[config.mk]
export PLATFORM = sky130hd
export DESIGN_NAME = unified_memory_arbiter
export DESIGN_NICKNAME = d
export VERILOG_FILES = /design/src/rtl/unified_memory_arbiter_pkg.sv /design/src/rtl/unified_memory_arbiter_starvation_guard.sv /design/src/rtl/unified_memory_arbiter.sv
export SDC_FILE = /design/constraint.sdc
export NUM_CORES = 1
export LEC_CHECK = 0
export ABC_AREA = 1
export CAP_MARGIN = 20
export CORE_AREA = 2 2 79 81
export DETAILED_ROUTE_END_ITERATION = 8
export DIE_AREA = 0 0 81 83
export GPL_ROUTABILITY_DRIVEN = 0
export PLACE_DENSITY = 0.83
export SYNTH_ARGS = -nofsm -noshare
export SYNTH_HDL_FRONTEND = slang
export SYNTH_HIERARCHICAL = 1
export SYNTH_SLANG_ARGS = --single-unit
[constraint.sdc]
create_clock -name CLK -period 4.5 [get_ports CLK]
set_input_delay 0.9 -clock CLK [delete_from_list [all_inputs] [get_ports CLK]]
set_output_delay 0.9 -clock CLK [all_outputs]
set_load 0.02 [all_outputs]
[src/rtl/unified_memory_arbiter_pkg.sv]
// Shared types for the unified memory arbiter: response owner states and requester identity.
package unified_memory_arbiter_pkg;

   typedef enum logic [1:0] {
      IDLE    = 2'd0,
      RESP_IF = 2'd1,
      RESP_D  = 2'd2
   } resp_state_t;

   typedef enum logic {
      REQ_IF = 1'b0,
      REQ_D  = 1'b1
   } requester_t;

   // Bits needed to hold a streak count in 0..max_streak.
   function automatic int streak_bits(input int max_streak);
      return (max_streak < 1) ? 1 : $clog2(max_streak + 1);
   endfunction

endpackage

[src/rtl/unified_memory_arbiter_starvation_guard.sv]
// Counts consecutive D grants taken while IF is waiting; raises force_if once the
// run reaches max_d_streak so the next contested cycle goes to IF.
module starvation_guard
   import unified_memory_arbiter_pkg::*;
#(
   parameter int max_d_streak = 4
) (
   input  logic CLK,
   input  logic RESET_N,
   input  logic if_req,
   input  logic if_gnt,
   input  logic d_gnt,
   output logic force_if
);

   localparam int SW = streak_bits(max_d_streak);
   localparam logic [SW-1:0] STREAK_MAX = SW'(max_d_streak);

   logic [SW-1:0] streak;

   always_ff @(posedge CLK or negedge RESET_N) begin
      if (!RESET_N) begin
         streak <= '0;
      end else if (if_gnt || !if_req) begin
         streak <= '0;
      end else if (d_gnt && (streak != STREAK_MAX)) begin
         streak <= streak + SW'(1);
      end
   end

   assign force_if = (streak == STREAK_MAX);

endmodule

[src/rtl/unified_memory_arbiter.sv]
// Arbitrates one single-port synchronous memory between instruction fetch and load/store.
// Optional wait-cycle counters are built when ARB_PERF_COUNTERS_EN is defined.
module unified_memory_arbiter
   import unified_memory_arbiter_pkg::*;
#(
   parameter int data_bits           = 32,
   parameter int memory_size         = 1024,
   parameter int memory_address_bits = $clog2(memory_size),
   parameter int max_d_streak        = 4
) (
   input  logic                           CLK,
   input  logic                           RESET_N,
   input  logic                           if_req,
   input  logic [memory_address_bits-1:0] if_addr,
   output logic                           if_gnt,
   output logic                           if_rvalid,
   output logic [data_bits-1:0]           if_rdata,
   input  logic                           d_req,
   input  logic                           d_we,
   input  logic [memory_address_bits-1:0] d_addr,
   input  logic [data_bits-1:0]           d_wdata,
   output logic                           d_gnt,
   output logic                           d_rvalid,
   output logic [data_bits-1:0]           d_rdata,
   output logic                           mem_en,
   output logic                           mem_we,
   output logic [memory_address_bits-1:0] mem_addr,
   output logic [data_bits-1:0]           mem_wdata,
   input  logic [data_bits-1:0]           mem_rdata
`ifdef ARB_PERF_COUNTERS_EN
   ,
   output logic [31:0]                    if_wait_cycles,
   output logic [31:0]                    d_wait_cycles
`endif
);

   requester_t  winner;
   resp_state_t state;
   resp_state_t state_next;
   logic        force_if;

   starvation_guard #(
      .max_d_streak(max_d_streak)
   ) u_guard (
      .CLK      (CLK),
      .RESET_N  (RESET_N),
      .if_req   (if_req),
      .if_gnt   (if_gnt),
      .d_gnt    (d_gnt),
      .force_if (force_if)
   );

   always_comb begin
      winner = REQ_D;
      if (if_req && (!d_req || force_if)) begin
         winner = REQ_IF;
      end
   end

   // Grants are held low while reset is asserted so every output reads zero.
   assign if_gnt = RESET_N & if_req & (winner == REQ_IF);
   assign d_gnt  = RESET_N & d_req  & (winner == REQ_D);

   assign mem_en    = if_gnt | d_gnt;
   assign mem_we    = d_gnt & d_we;
   assign mem_addr  = if_gnt ? if_addr : (d_gnt ? d_addr : '0);
   assign mem_wdata = d_gnt ? d_wdata : '0;

   always_comb begin
      state_next = IDLE;
      if (if_gnt) begin
         state_next = RESP_IF;
      end else if (d_gnt && !d_we) begin
         state_next = RESP_D;
      end
   end

   always_ff @(posedge CLK or negedge RESET_N) begin
      if (!RESET_N) begin
         state <= IDLE;
      end else begin
         state <= state_next;
      end
   end

   assign if_rvalid = (state == RESP_IF);
   assign d_rvalid  = (state == RESP_D);
   assign if_rdata  = if_rvalid ? mem_rdata : '0;
   assign d_rdata   = d_rvalid  ? mem_rdata : '0;

`ifdef ARB_PERF_COUNTERS_EN
   always_ff @(posedge CLK or negedge RESET_N) begin
      if (!RESET_N) begin
         if_wait_cycles <= '0;
         d_wait_cycles  <= '0;
      end else begin
         if (if_req && !if_gnt && (if_wait_cycles != '1)) begin
            if_wait_cycles <= if_wait_cycles + 32'd1;
         end
         if (d_req && !d_gnt && (d_wait_cycles != '1)) begin
            d_wait_cycles <= d_wait_cycles + 32'd1;
         end
      end
   end
`endif

endmodule
==> impl_metrics.yaml <==
floorplan:
  die_width_um: 81
  placementRows: 28
  die_y_um: 83
  dieArea_um2: 6720
  fp.coreArea_um2: 5820
  pin_count: 201
  initial_utilization_pct: 23.7
final_layout:
  nNetsFinal: 543
  syn2layout_area_growth_pct: 149
  final_layout_size_suffix_gt1_share_pct: 9.09
  antenna_cells: 0
  fin_cells: 526
clock_tree:
  clock_sinks: 5
  clockBufferDepth: 2
  cts_tree: "done"
  cts_buffers: 3
  htreeDepth: 1
  ctsHoldBuffers: 0
  clk_pin_slew_ns: 0.03
  cts_setup_buffers: 0
  clock_latency_ns: 0.22
  ctsResizeCount: 0
  cts-root-buf: "clkbuf_8"
setup_path:
  rrSetupSlack_ns: 2.19
  cp.depth: 6
  critPathMaxFanout: 35
  path_delay_family: "buffers and inverters"
  crit_chain: "clkdlybuf4s50_1 > nand2_1 > nand2_1 > nand2_2 > inv_1 > clkdlybuf4s50_1"
  critPathBufInv: 3
  reg2reg_to: "u_guard/streak[2]"
  slowest_stage: "clkdlybuf4s50_1"
  cp-start-kind: "input port"
  crit_type: "input port to output pin"
  r2r_start: "u_guard/streak[0]"
  critical-path-max-stage-delay_ns: 0.64
  cp.required_ns: 3.60
  rr_worst_depth: 14
  setup.worst_path.end_class: "output pin"
  critical_path_arrival_ns: 3.10
grt:
  grt_start_max_net_pins: 36
  grt_antenna_before_repair: 0
  grt_pass1_vias: 2083
  grt-ovfl-total: 0
  grt_util_all_layers_pct: 17.0
  grt_pass1_wl_mm: 9.31
sta:
  finalSetupViolCount: 0
  final-hold-violation-count: 0
  rsz0062_at_grt: "false"
  skew_ns: 0.000288
  max_freq_mhz: 250
  min_period_ns: 4.00
  max_slew.worst_pin.slew_ns: 1.03
  setup_tns_ns: 0
  drv_slew: 0
  relSlewSlack_pct: 31.3
  post-route-period-util_pct: 88.8
logic_synthesis:
  ys_warn_count: 6
  syn-num-nets: 348
  yosysSeqAreaShare_pct: 9.07
  synth_area_per_cell_um2: 5.37
  synth_area_um2: 1380
  synth_seq_cells: 5
  synthCells: 257
  synth_cell_type_count: 18
route:
  routed_via_density: 4.07
  drtPass1Iterations: 3
  final_antenna_net_count: 0
  wl_mm: 5.87
  drtIter0Drc: 18
  vias: 2141
  drt-wirelength-per-cell_um: 11.2
  drt_drc_violations_left: 0
worst_hold_path:
  hold_class: "flop to flop"
  worst_hold_path.endpoint: "u_guard/streak[2]"
  min_from: "u_guard/streak[2]"
  whs_path_depth: 2
flow_run:
  max_cap_viol_count: 0
placed_design:
  io_buffers: 200
  dp.cells: 522
  post-dp-hpwl_mm: 5.24
pwr:
  ir_worst_vdd_mv: 0.116
  pwr_density_cell_nw_per_um2: 113
  p_leak_nw: 1.63
run_status:
  outcome: "complete, no violations"
## worst max path at each step
stage               startpoint  endpoint  slack, ns
finish                   d_req     d_gnt       0.50
global route             d_req     d_gnt       0.24
CTS                      d_req     d_gnt       0.48
detailed placement       d_req     d_gnt       0.48
global placement         d_req     d_gnt       0.51
floorplan                d_req    if_gnt       1.92
## placed cells by master (no fill, tap or decap), drive strengths merged
cell type	netlist	routed
buf	12	5
nor2	105	105
clkbuf	3	4
ha	2	2
clkdlybuf4s50	0	200
or2	1	1
nand3	12	12
nand4	10	10
nand2	25	25
dfrtp	5	5
a21oi	1	1
inv	80	80
o21ai	1	1
## final cells by class
| type | instances | area [um2] |
|---|---|---|
| Clock buffer | 4 | 45.0 |
| Fill cell | 531 | 2370 |
| Inverter | 80 | 300 |
| Multi-Input combinational cell | 157 | 837 |
| Sequential cell | 5 | 125 |
| Tap cell | 75 | 93.8 |
| Timing Repair Buffer | 205 | 2040 |
## layer usage
metal | vias to the layer above | GRT usage [%] | part of all wire, %
met5 | - | 0 | 0
met4 | 0 | 3.39 | 1.3
met3 | 6 | 5.11 | 11
met2 | 124 | 35.9 | 56
met1 | 909 | 14.7 | 32
li1 | 1102 | - | -
## synthesized netlist by cell type
master    number  area share [%]
inv_1         80              22
nor2_1        75              20
nand2_1       23             6.3
nor2_4        21              17
nand3_1       12             4.4
nand4_1       10             4.5
nor2_2         9             4.1
buf_2          8             2.9
dfrtp_1        5             9.1
clkbuf_1       3            0.82
buf_12         2             2.9
ha_1           2             1.8
nand2_2        2            0.91
a21oi_1        1            0.36
buf_6          1            0.82
buf_8          1             1.1
o21ai_0        1            0.36
or2_1          1            0.45
## report_power, final
part / internal, mW / switching, mW / leakage [nW] / total [mW]
combinational: 0.139 / 0.120 / 1.54 / 0.259
clock: 0.0607 / 0.0205 / 0.0228 / 0.0812
sequential: 0.0473 / 0.00146 / 0.0681 / 0.0487
total: 0.247 / 0.142 / 1.63 / 0.389
## per-stage QoR
step,power [mW],util (%),instance area (um2),hold slack (ns),setup WS (ns)
detailed placement,0.310,58.4,3400,0.553,0.479
global placement,0.307,58.4,3400,0.533,0.507
floorplan,0.163,-,1380,0.502,1.92
CTS,0.394,59.2,3440,0.560,0.482
finish,0.389,59.2,3440,0.555,0.502
global route,0.416,59.2,3440,0.590,0.239
## worst reg2reg max path, stage by stage, from the launching register on
cell and delay (ns):
dfrtp_1 0.38, inv_1 0.06, ha_1 0.22, nand2_2 0.11, inv_1 0.05, inv_1 0.04
nand2_1 0.06, nand2_1 0.29, nand2_2 0.45, inv_1 0.27, nand2_1 0.08, inv_1 0.07
nand2_1 0.05, nand2_1 0.05, nor2_1 0.03
## state kept, by name (all words and copies together) (netlist names)
| register | flops |
|---|---|
| state | 2 |
| u_guard/streak | 3 |
## kinds of logic (layout without fill, tap and decap cells)
group / after synthesis / after routing / share of synthesized area (%)
DFF: 5 / 5 / 9.07
AOI/OAI and AO/OA: 2 / 2 / 0.725
and+or+nand+nor: 153 / 153 / 58.1
buffers and inverters: 95 / 289 / 30.3
adders and majority gates: 2 / 2 / 1.81
Power figures use the tool's default switching activity.
